==> src/rtl/pgm_ddram_pkg.sv <==
// Shared types and helpers for the PGM DDRAM port arbiter and its optional cpu read cache.
package pgm_ddram_pkg;

  localparam int DDR_AW = 29;
  localparam int TAG_W  = 24;

  typedef enum logic [2:0] {QUIET, IDLE, WR, RD, RD_WAIT} ddr_state_t;
  typedef enum logic [1:0] {DL, VID, CPU} req_id_t;

  // One 16-bit lane inside the 64-bit DDRAM word
  function automatic logic [7:0] byte_en(input logic [1:0] word_sel);
    return 8'b0000_0011 << {word_sel, 1'b0};
  endfunction

  // Wraps modulo 2^29; no saturation
  function automatic logic [DDR_AW-1:0] ddr_word_addr(input logic [DDR_AW-1:0] base,
                                                      input logic [TAG_W-1:0]  word);
    return base + {5'd0, word};
  endfunction

endpackage

==> src/rtl/pgm_ddram_rdcache.sv <==
// One-line 64-bit read cache for the 68k port: tag/valid/data, invalidated by overlapping download writes.
module pgm_ddram_rdcache
  import pgm_ddram_pkg::*;
(
  input  logic             fixed_50m_clk,
  input  logic             reset,
  input  logic             inv_all,
  input  logic             wr_en,
  input  logic [TAG_W-1:0] wr_tag,
  input  logic             fill_en,
  input  logic [TAG_W-1:0] fill_tag,
  input  logic [63:0]      fill_data,
  input  logic [TAG_W-1:0] rd_tag,
  output logic             hit,
  output logic [63:0]      rd_data
);

  logic             valid_reg;
  logic [TAG_W-1:0] tag_reg;
  logic [63:0]      data_reg;

  always_ff @(posedge fixed_50m_clk) begin
    if (reset || inv_all) begin
      valid_reg <= 1'b0;
    end else if (wr_en && valid_reg && (wr_tag == tag_reg)) begin
      valid_reg <= 1'b0;
    end else if (fill_en) begin
      valid_reg <= 1'b1;
    end
    // Tag/data need no reset: they are only consulted while valid_reg is set
    if (fill_en) begin
      tag_reg  <= fill_tag;
      data_reg <= fill_data;
    end
  end

  assign hit     = valid_reg && (rd_tag == tag_reg);
  assign rd_data = data_reg;

endmodule

==> src/rtl/pgm_ddram_arbiter.sv <==
// Shares the PGM 64-bit DDRAM port between HPS download writes, video fetch and 68k fetch.
// Define PGM_DDR_RDCACHE_EN to add a one-line read cache in front of the 68k port.
module pgm_ddram_arbiter
  import pgm_ddram_pkg::*;
#(
  parameter logic [DDR_AW-1:0] BASE_ADDR    = 29'h0000000,
  parameter int                QUIET_CYCLES = 64
) (
  input  logic              fixed_50m_clk,
  input  logic              reset,
  input  logic              dl_active,
  input  logic              dl_req,
  input  logic [26:0]       dl_addr,
  input  logic [15:0]       dl_data,
  output logic              dl_ack,
  output logic              ioctl_wait,
  input  logic              vid_req,
  input  logic [26:0]       vid_addr,
  output logic [63:0]       vid_dout,
  output logic              vid_ack,
  input  logic              cpu_req,
  input  logic [26:0]       cpu_addr,
  output logic [15:0]       cpu_dout,
  output logic              cpu_ack,
  output logic [DDR_AW-1:0] ddram_addr,
  output logic              ddram_rd,
  output logic              ddram_we,
  output logic [63:0]       ddram_din,
  output logic [7:0]        ddram_be,
  input  logic              ddram_busy,
  input  logic [63:0]       ddram_dout,
  input  logic              ddram_dout_ready
);

  localparam logic [15:0] QUIET_INIT = 16'(QUIET_CYCLES);

  ddr_state_t        state_reg, state_next;
  req_id_t           grant_reg, grant_next;
  req_id_t           rr_reg, rr_next;
  logic [15:0]       quiet_cnt_reg, quiet_cnt_next;
  logic [DDR_AW-1:0] addr_reg, addr_next;
  logic [63:0]       din_reg, din_next;
  logic [7:0]        be_reg, be_next;
  logic [1:0]        word_sel_reg, word_sel_next;
  logic [TAG_W-1:0]  tag_reg, tag_next;
  logic              dl_ack_reg, dl_ack_next;
  logic              vid_ack_reg, vid_ack_next;
  logic              cpu_ack_reg, cpu_ack_next;
  logic [63:0]       vid_dout_reg, vid_dout_next;
  logic [15:0]       cpu_dout_reg, cpu_dout_next;
  logic              dl_active_reg;

  logic              any_ack;
  logic              pick_cpu;
  logic              cache_hit;
  logic              cache_inv;
  logic              cache_wr;
  logic              cache_fill;
  logic [63:0]       cache_data;
  logic [15:0]       rd_words   [4];
  logic [15:0]       line_words [4];

  generate
    for (genvar gi = 0; gi < 4; gi++) begin : g_words
      assign rd_words[gi]   = ddram_dout[16*gi +: 16];
      assign line_words[gi] = cache_data[16*gi +: 16];
    end
  endgenerate

  // During an ack pulse the requester still shows its old request, so no grant is made
  assign any_ack   = dl_ack_reg | vid_ack_reg | cpu_ack_reg;
  assign pick_cpu  = cpu_req && (!vid_req || (rr_reg == CPU));
  assign cache_inv = dl_active && !dl_active_reg;

`ifdef PGM_DDR_RDCACHE_EN
  pgm_ddram_rdcache u_rdcache (
    .fixed_50m_clk (fixed_50m_clk),
    .reset         (reset),
    .inv_all       (cache_inv),
    .wr_en         (cache_wr),
    .wr_tag        (dl_addr[26:3]),
    .fill_en       (cache_fill),
    .fill_tag      (tag_reg),
    .fill_data     (ddram_dout),
    .rd_tag        (cpu_addr[26:3]),
    .hit           (cache_hit),
    .rd_data       (cache_data)
  );
`else
  logic unused_cache;
  assign cache_hit    = 1'b0;
  assign cache_data   = '0;
  assign unused_cache = ^{cache_inv, cache_wr, cache_fill, tag_reg};
`endif

  always_comb begin
    state_next     = state_reg;
    grant_next     = grant_reg;
    rr_next        = rr_reg;
    quiet_cnt_next = quiet_cnt_reg;
    addr_next      = addr_reg;
    din_next       = din_reg;
    be_next        = be_reg;
    word_sel_next  = word_sel_reg;
    tag_next       = tag_reg;
    vid_dout_next  = vid_dout_reg;
    cpu_dout_next  = cpu_dout_reg;
    dl_ack_next    = 1'b0;
    vid_ack_next   = 1'b0;
    cpu_ack_next   = 1'b0;
    cache_wr       = 1'b0;
    cache_fill     = 1'b0;

    case (state_reg)
      QUIET: begin
        if (quiet_cnt_reg == 16'd0) state_next = IDLE;
        else                        quiet_cnt_next = quiet_cnt_reg - 16'd1;
      end

      IDLE: begin
        if (!any_ack) begin
          if (dl_req) begin
            grant_next = DL;
            addr_next  = ddr_word_addr(BASE_ADDR, dl_addr[26:3]);
            din_next   = {4{dl_data}};
            be_next    = byte_en(dl_addr[2:1]);
            tag_next   = dl_addr[26:3];
            cache_wr   = 1'b1;
            state_next = WR;
          end else if (!dl_active && pick_cpu && cache_hit) begin
            // Cache hit: answered from the line, round-robin untouched
            cpu_dout_next = line_words[cpu_addr[2:1]];
            cpu_ack_next  = 1'b1;
          end else if (!dl_active && pick_cpu) begin
            grant_next    = CPU;
            rr_next       = VID;
            addr_next     = ddr_word_addr(BASE_ADDR, cpu_addr[26:3]);
            word_sel_next = cpu_addr[2:1];
            tag_next      = cpu_addr[26:3];
            state_next    = RD;
          end else if (!dl_active && vid_req) begin
            grant_next = VID;
            rr_next    = CPU;
            addr_next  = ddr_word_addr(BASE_ADDR, vid_addr[26:3]);
            tag_next   = vid_addr[26:3];
            state_next = RD;
          end
        end
      end

      WR: begin
        if (!ddram_busy) begin
          dl_ack_next = 1'b1;
          state_next  = IDLE;
        end
      end

      RD: begin
        if (!ddram_busy) state_next = RD_WAIT;
      end

      RD_WAIT: begin
        if (ddram_dout_ready) begin
          state_next = IDLE;
          if (grant_reg == CPU) begin
            cpu_dout_next = rd_words[word_sel_reg];
            cpu_ack_next  = 1'b1;
            cache_fill    = 1'b1;
          end else begin
            vid_dout_next = ddram_dout;
            vid_ack_next  = 1'b1;
          end
        end
      end

      default: state_next = QUIET;
    endcase
  end

  always_ff @(posedge fixed_50m_clk) begin
    if (reset) begin
      state_reg     <= QUIET;
      grant_reg     <= DL;
      rr_reg        <= VID;
      quiet_cnt_reg <= QUIET_INIT;
      addr_reg      <= '0;
      din_reg       <= '0;
      be_reg        <= '0;
      word_sel_reg  <= '0;
      tag_reg       <= '0;
      dl_ack_reg    <= 1'b0;
      vid_ack_reg   <= 1'b0;
      cpu_ack_reg   <= 1'b0;
      vid_dout_reg  <= '0;
      cpu_dout_reg  <= '0;
      dl_active_reg <= 1'b0;
    end else begin
      state_reg     <= state_next;
      grant_reg     <= grant_next;
      rr_reg        <= rr_next;
      quiet_cnt_reg <= quiet_cnt_next;
      addr_reg      <= addr_next;
      din_reg       <= din_next;
      be_reg        <= be_next;
      word_sel_reg  <= word_sel_next;
      tag_reg       <= tag_next;
      dl_ack_reg    <= dl_ack_next;
      vid_ack_reg   <= vid_ack_next;
      cpu_ack_reg   <= cpu_ack_next;
      vid_dout_reg  <= vid_dout_next;
      cpu_dout_reg  <= cpu_dout_next;
      dl_active_reg <= dl_active;
    end
  end

  logic unused_addr_bits;
  assign unused_addr_bits = ^{dl_addr[0], vid_addr[2:0], cpu_addr[0]};

  assign ddram_addr = addr_reg;
  assign ddram_din  = din_reg;
  assign ddram_be   = be_reg;
  assign ddram_we   = (state_reg == WR);
  assign ddram_rd   = (state_reg == RD);
  assign dl_ack     = dl_ack_reg;
  assign vid_ack    = vid_ack_reg;
  assign cpu_ack    = cpu_ack_reg;
  assign vid_dout   = vid_dout_reg;
  assign cpu_dout   = cpu_dout_reg;
  assign ioctl_wait = dl_req & ~dl_ack_reg;

endmodule

==> config.mk <==
export PLATFORM = sky130hd
export DESIGN_NAME = pgm_ddram_arbiter
export DESIGN_NICKNAME = d
export VERILOG_FILES = /design/src/rtl/pgm_ddram_pkg.sv /design/src/rtl/pgm_ddram_rdcache.sv /design/src/rtl/pgm_ddram_arbiter.sv
export SDC_FILE = /design/constraint.sdc
export NUM_CORES = 1
export LEC_CHECK = 0
export BUFFER_PORTS_ARGS = -buffer_cell sky130_fd_sc_hd__buf_2
export CORE_MARGIN = 5
export CORE_UTILIZATION = 40
export DETAILED_ROUTE_END_ITERATION = 10
export PLACE_DENSITY_LB_ADDON = 0.2
export RECOVER_POWER = 50
export SYNTH_ARGS = -nofsm -noshare
export SYNTH_HDL_FRONTEND = slang
export SYNTH_SLANG_ARGS = --single-unit
==> constraint.sdc <==
create_clock -name fixed_50m_clk -period 2.1 [get_ports fixed_50m_clk]
set_clock_uncertainty 0.05 [all_clocks]
set_input_delay 0.42 -clock fixed_50m_clk [delete_from_list [all_inputs] [get_ports fixed_50m_clk]]
set_output_delay 0.42 -clock fixed_50m_clk [all_outputs]
set_load 0.1 [all_outputs]
* Word level (Yosys, flattened, before mapping)
Index checks and enable logic that the tools add are counted.
** Word-level totals
- Flip-flop bits (word level) :: 209
- Output and inout bits :: 187
- Logic and storage cells :: 83
** Cells by class
- Add/sub/neg operators :: 1
- Reduce and logical (&&, ||, !) cells :: 20
- Order comparisons :: 1
- Equal/unequal tests :: 12
- Muxes and demuxes :: 23
- Bitwise operators :: 12
- Shift operators :: 1
** Operators by type and width (count)
- 29-bit 2-to-1 mux :: 3
- 16-bit binary-select mux with 2-bit select :: 1
- 16-bit 2-to-1 mux :: 2
- 3-bit 2-to-1 mux :: 8
- 16-bit logical NOT :: 1
- 16-bit by 1-bit subtractor with 16-bit output, second input constant :: 1
- 3-bit one-hot mux with 5 select lines :: 1
- 3-bit AND reduction :: 4
- 2-bit 2-to-1 mux :: 5
- 2-bit inequality test, second input constant :: 5
- 1-bit inverter :: 8
- 4-bit AND reduction :: 2
- 2-bit by 3-bit left shift with 8-bit output, first input constant :: 1
- 3-bit by 2-bit == test with 1-bit output, second input constant :: 2
- 6-bit AND reduction :: 1
- 2-bit == test, second input constant :: 2
- 4-bit inequality test, second input constant :: 1
- 3-bit by 1-bit == test with 1-bit output, second input constant :: 1
- 3-bit == test, second input constant :: 1
- 3-bit >= comparator, second input constant :: 1
- 1-bit logical AND :: 3
- 3-bit logical NOT :: 1
- 1-bit 2-to-1 mux :: 3
- 2-bit inverter with 3-bit output :: 1
- other kinds (9) :: 11

* Depth between registers and ports, before layout
Gate-level depths: netlist of the first run.
- Depth in word-level cells :: 8
- Mapped depth :: 8
- Depth with buffers taken out :: 7

* Worst setup path before layout of the first run
OpenSTA, ideal clock, no wires.
- Path kind :: register to output
- From :: register dl_ack_reg, in the netlist dl_ack
- To :: output ioctl_wait
- Arrival time :: 2.092 ns
- Stages on the path, launching flop included :: 2
- Setup slack :: -0.462 ns
- Cells stage by stage :: dfxtp_1 > nor2_1
** Between the ends
- Cells in the longest elaborated chain, start to end :: 2
** RTL lines
- start: declaration :: RTL line pgm_ddram_arbiter.sv:46 : logic dl_ack_reg, dl_ack_next;
- start signal: assignment :: RTL line pgm_ddram_arbiter.sv:207 : dl_ack_reg <= dl_ack_next;
- 1-bit inverter :: RTL line pgm_ddram_arbiter.sv:229 : assign ioctl_wait = dl_req & ~dl_ack_reg;
- 1-bit bitwise AND :: RTL line pgm_ddram_arbiter.sv:229
- end: declaration :: RTL line pgm_ddram_arbiter.sv:16 : output logic ioctl_wait,
Every way passes these cells.

* Final worst setup path of the first run
- From :: register state_reg[1]
- To :: output ddram_rd
** Between the ends
- Cells in the longest elaborated chain, start to end :: 1
** RTL lines
- start: declaration :: RTL line pgm_ddram_arbiter.sv:37 : ddr_state_t state_reg, state_next;
- start signal: assignment :: RTL line pgm_ddram_arbiter.sv:198 : state_reg <= state_next;
- 3-bit by 2-bit == test with 1-bit output :: RTL line pgm_ddram_arbiter.sv:223 : assign ddram_rd = (state_reg == RD);
- end: declaration :: RTL line pgm_ddram_arbiter.sv:26 : output logic ddram_rd,
Every way passes these cells.

==> reports/summary.txt, run 1 <==
root buffer cell -> clkbuf_16
Fin Hold WS -> 0.1522 ns
RR Startpoint -> state_reg[1]
Layout area overhead -> 32.80%
share of the synthesized area in the top cell type -> 44.49%
critical path arrival -> 1.51 ns
clk_lat worst skew -> 0.41 ns
post-synth top area cell -> dfxtp_1
Crit Path Max Fanout -> 7
type of origin of the critical path -> register
via count -> 6590
unrepaired setup endpoints after global routing -> false
Tmin final -> 1.977 ns
Core Util, Final -> 54.39%
Routed Antenna Nets -> 0
most common flop cell mapped by yosys -> dfxtp_1
Worst Hold Launch -> ddram_busy
worst ir drop on vdd -> 0.5990 mV
Cell Area, Synth -> 6840 µm²
Final period util -> 94.16%
num rows -> 47
Mean Syn Cell Area -> 8.434 µm²
fin nets -> 1263
status -> complete, no violations
crit path capture type -> output port
vias per inst -> 4.966
CP required -> 1.63 ns
Clock Tree Buf Depth -> 2
largest net degree at the start of global routing -> 91
postcts setup bufs -> 0
Slew Limit Fails -> 0
antenna violations before repair -> 1
vias in the first global route -> 6304
core region area -> 16700 µm²
Pre-Repair DR Iteration Count -> 5
R2R depth -> 4
PortBufs -> 345
starting density of the core -> 40.96%
GPL Wtd Cong -> 0.9067
hold_buf cts -> 0
die height -> 140.8 µm
Syn Inst Count -> 811
layout cells sized above 1 -> 39.00%
total of warnings raised by yosys -> 0
PD cells -> 983.4 nW/µm²
max cap viols -> 0
Hold WC Path Type -> primary input to register
relative slew slack -> 28.11%
Final setup violation count -> 0
final wirelength -> 22790 µm
die width -> 140.8 µm
TNS Setup -> 0 ns
sequential area share after synthesis -> 44.49%
io pins -> 356
clock sinks -> 152
DRC viols -> 0
CTS HTree Levels -> 4
FMAX -> 0.5057 GHz
Routed WL per cell -> 17.17 µm
crit path launch -> state_reg[1]
Synth cell types -> 50
ranking of synthesized cells by area -> dfxtp_1, nand2_1, a21oi_1
total grt overflow -> 0
clock-pin slew on the worst setup and hold paths -> 0.06 ns
number of synthesized flops with an enable pin -> 0
Tightest Pin Transition -> 1.078 ns
worst hold stages -> 2
Leakage -> 0.004020 µW
leading cell types in the layout, fill and taps excluded -> buf_2, nand2_1, dfxtp_1, a21oi_1, clkbuf_2
CTS Buf Count -> 17
final hold violations -> 0
DP HPWL -> 17690 µm
most common cell after layout, fill and taps aside -> buf_2
Die Area -> 19820 µm²
Total GRT Usage -> 22.08%
Async S/R FF share, synth -> 0%
FF+latch count, synth -> 152
kind of critical path -> register to output port
TritonCTS clock tree -> done
Largest register FFs -> 64
Initial DRC Count -> 412
wire length of the first global-routing pass -> 34210 µm
-- per-stage QoR --
stage,area [µm²],power (µW),setup WS (ns),instances
final,9084,8933,0.1227,1327
after global routing,9081,9372,0.004853,1326
after CTS,9101,9023,0.04222,1325
after detailed placement,8508,5927,-0.01869,1294
after global placement,8508,5906,0.002500,1294
after floorplan,6860,5444,-0.0009663,815
-- layout make-up --
class                   instances  area (µm²)
fillers                      1616        7617
multi-input cells             545        3142
flip-flops and latches        152        3043
repair buffers                368        1994
clock buffers                  17       425.4
well taps                     220       275.3
clock inverters                14       165.2
inverters                       9       33.78
diodes                          2       5.005
-- synth_stat cells, drive strengths merged, types with 8 or more instances --
master,n
nor2,28
clkbuf,38
inv,9
a22o,24
a21oi,109
o21ai,31
nor4,8
nand2,230
dfxtp,152
mux2i,27
buf,71
mux4,16
-- routing by layer --
metal | up-vias | track usage [%] | part of all wire (%)
li1 | 3270 | - | -
met1 | 2989 | 27.62 | 41
met2 | 309 | 37.60 | 49
met3 | 22 | 5.588 | 8.6
met4 | 0 | 6.680 | 1.5
met5 | - | 0 | 0
-- worst paths after layout --
check	end	slack [ns]
hold / removal	dl_ack	0.15
hold reg to reg	vid_dout[0]	0.40
setup / recovery	ddram_rd	0.12
setup reg to reg	ddram_addr[9]	0.14
-- what timing repair did --
| action | CTS | global route |
|---|---|---|
| setup endpoints to repair | 1 | 5 |
| gates resized for setup | 1 | 3 |
| pin swaps | 0 | 0 |
-- cell families after synthesis --
group,Yosys count,share of synthesized area (%)
AOI/OAI and AO/OA,181,15.38
xor gates and xnor gates,7,0.8963
adders and majority gates,1,0.1829
buffers and inverters,118,10.24
DFF,152,44.49
muxes,43,9.219
other,1,0.05482
and+or+nand+nor,308,19.54
-- worst max-delay path, stage by stage, from the launching register on --
cell and delay, ns:
dfxtp_1 0.43, nor2b_1 0.23, and2_1 0.20, buf_6 0.24
-- where the power goes --
group          switching (µW)  internal [µW]
Sequential                152           3060
Clock                    1300           1770
Combinational            1970            691
Total                    3410           5520
No activity file was read; power rests on OpenSTA's default activity.
==> inputs of run 2 (changes only) <==
--- a/config.mk
+++ b/config.mk
@@ -5,12 +5,14 @@
 export SDC_FILE = /design/constraint.sdc
 export NUM_CORES = 1
 export LEC_CHECK = 0
+export ABC_AREA = 1
 export BUFFER_PORTS_ARGS = -buffer_cell sky130_fd_sc_hd__buf_2
 export CORE_MARGIN = 5
 export CORE_UTILIZATION = 40
 export DETAILED_ROUTE_END_ITERATION = 10
 export PLACE_DENSITY_LB_ADDON = 0.2
 export RECOVER_POWER = 50
+export SLEW_MARGIN = 40
 export SYNTH_ARGS = -nofsm -noshare
 export SYNTH_HDL_FRONTEND = slang
 export SYNTH_SLANG_ARGS = --single-unit
==> reports/summary.txt, run 2 <==
total of warnings raised by yosys -> 0 (unchanged)
number of synthesized flops with an enable pin -> 0 (unchanged)
Fill cells -> 1783 (+10%)
sequential area share after synthesis -> 43.08% (-1.4 points)
Routed Antenna Nets -> 0 (unchanged)
Pre-Repair DR Iteration Count -> 5 (unchanged)
Leakage -> 0.004687 µW (+17%)
Core Util, Final -> 52.75% (-1.6 points)
Post-Synth XOR/XNOR Area -> 0.4960% (-0.40 points)
Async S/R FF share, synth -> 0% (unchanged)
DP HPWL -> 18360 µm (+3.8%)
fin nets -> 1459 (+16%)
core region area -> 17300 µm² (+3.6%)
vias per inst -> 4.889 (-1.5%)
layout cells sized above 1 -> 31.72% (-7.3 points)
most common flop cell mapped by yosys -> dfxtp_1
Synth Area in Adders -> 0.1771% (-0.0058 points)
CTS Buf Count -> 17 (unchanged)
Die Area -> 20410 µm² (+3.0%)
io pins -> 356 (unchanged)
fraction of the mapped netlist area in simple logic gates -> 26.91% (+7.4 points)
most common cell after layout, fill and taps aside -> nor2_1
final wirelength -> 24330 µm (+6.8%)
antenna violations before repair -> 5 (+4)
Hold WC Path Type -> primary input to register
CP required -> 1.63 ns (about the same)
TNS Setup -> 0 ns (unchanged)
Cell Area, Synth -> 7063 µm² (+3.3%)
Routed WL per cell -> 15.92 µm (-7.3%)
max cap viols -> 0 (unchanged)
Slew Limit Fails -> 0 (unchanged)
relative slew slack -> 36.82% (+8.7 points)
CTS HTree Levels -> 4 (unchanged)
root buffer cell -> clkbuf_16
TritonCTS clock tree -> done
clock-pin slew on the worst setup and hold paths -> 0.06 ns (about the same)
hold_buf cts -> 0 (unchanged)
clock sinks -> 152 (unchanged)
ranking of synthesized cells by area -> dfxtp_1, nor2_1, o21ai_0
die height -> 142.9 µm (+1.5%)
FF+latch count, synth -> 152 (unchanged)
unrepaired setup endpoints after global routing -> false
largest net degree at the start of global routing -> 88 (-3.3%)
die width -> 142.9 µm (+1.5%)
vias in the first global route -> 6830 (+8.3%)
Reg2Reg Setup Slack -> 0.28 ns (+0.14 ns)
num rows -> 48 (+2.1%)
Final setup violation count -> 0 (unchanged)
Post-synth top cells -> nor2_1, o21ai_0, dfxtp_1, nand2_1
largest family of logic cells by synthesized area -> simple AND/OR/NAND/NOR gates
share of the synthesized area in the top cell type -> 43.08% (-1.4 points)
crit path capture type -> output port
Clock Tree Buf Depth -> 2 (unchanged)
post-synthesis compound-gate area fraction -> 16.85% (+1.5 points)
Mean Syn Cell Area -> 6.911 µm² (-18%)
Largest register FFs -> 64 (unchanged)
Layout area overhead -> 29.18%
critical path arrival -> 1.53 ns (+0.02 ns)
Synth cell types -> 29 (-42%)
multiplexer area fraction after synthesis -> 0% (-9.2 points)
PD cells -> 1308 nW/µm² (+33%)
starting density of the core -> 40.83% (-0.12 points)
status -> complete, no violations
Crit Path Max Fanout -> 4 (-3)
final hold violations -> 0 (unchanged)
clk_lat worst skew -> 0.42 ns (about the same)
GPL Wtd Cong -> 0.8864 (-2.2%)
leading cell types in the layout, fill and taps excluded -> nor2_1, buf_2, o21ai_0, dfxtp_1, nand2_1
kind of critical path -> register to output port
count leader, synth -> nor2_1
post-synth top area cell -> dfxtp_1
Total GRT Usage -> 22.98% (+0.90 points)
wire length of the first global-routing pass -> 36880 µm (+7.8%)
via count -> 7471 (+13%)
Tmin final -> 2.002 ns (+0.02512 ns)
Fin Hold WS -> 0.1256 ns (-0.02655 ns)
PortBufs -> 345 (unchanged)
Tightest Pin Transition -> 0.9464 ns (-0.1319 ns)
total grt overflow -> 0 (unchanged)
Initial DRC Count -> 425 (+3.2%)
type of origin of the critical path -> register
FMAX -> 0.4994 GHz (-1.3%)
worst ir drop on vdd -> 1.243 mV (+110%)
DRC viols -> 0 (unchanged)
Syn Inst Count -> 1022 (+26%)
Final period util -> 95.35% (+1.2 points)
## run 2: cell count changes after synthesis, moves of 11 or more
| cell | change |
|---|---|
| nor2_2 | +11 |
| o21ai_1 | +12 |
| mux4_2 | -16 |
| a21oi_1 | -50 |
| mux2i_1 | -27 |
| nor2_1 | +234 |
| inv_1 | +32 |
| nand2_1 | -91 |
| nand3_1 | +32 |
| a22o_1 | -24 |
| o21ai_0 | +135 |
## run 2: cell type report
type                    count  area (µm²)  share of cell area [%]
inverters                  48       183.9                   2.016
clock buffers              18       439.2                   4.813
multi-input cells         711        3151                   34.53
diodes                      1       2.502                 0.02743
well taps                 225       281.5                   3.086
repair buffers            359        1863                   20.42
flip-flops and latches    152        3043                   33.35
clock inverters            14       160.2                   1.755
## run 2: worst paths after layout
kind / from / end / cells after the start
worst min-delay path: ddram_busy / dl_ack / 2
worst min register to register: quiet_cnt_reg[1] / quiet_cnt_reg[1] / 2
worst max-delay path: state_reg[2] / ddram_rd / 4
worst max register to register: state_reg[0] / vid_dout[0] / 8
## run 2: critical path, cell delays in order, from the launching register on
cell and delay [ns]:
dfxtp_1 0.34, inv_2 0.10, nand2_1 0.09, nor2_2 0.14
buf_2 0.45
## run 2: stage by stage
stage | cell area [µm²] | worst slack (ns) | power (µW) | std cells
2_1_floorplan | 7083 | 0.02514 | 8273 | 1026
3_3_place_gp | 8554 | 0.3292 | 8898 | 1495
3_5_place_dp | 8557 | 0.3929 | 8927 | 1495
4_1_cts | 9156 | 0.07571 | 12050 | 1527
5_1_grt | 9124 | 0.01885 | 12490 | 1528
6_report | 9124 | 0.09756 | 11940 | 1528
## run 2: power breakdown
group	leakage (µW)	internal [µW]	switching, µW
logic	0.00317	848	4520
clock network	0.000287	1810	1300
registers	0.00123	3210	240
total	0.00469	5870	6060
## run 2: layer usage
layer	GRT usage, %	vias up	wire (µm)
met1	26.76	3361	9412
met3	7.267	49	2190
met4	8.754	8	671
met5	0	-	43
met2	39.49	295	12010
li1	-	3758	-
## run 2: cells by family after synthesis
kind of cell,after synthesis
other cells,1
simple gates,464
flops,152
compound gates,237
fa+ha+maj,1
xor+xnor,4
buf+inv,163
## run 2: timing repair
item / 4_1_cts / 5_1_grt
setup endpoints to repair: 0 / 1
buffers inserted: 0 / 0
gates resized for setup: 0 / 1
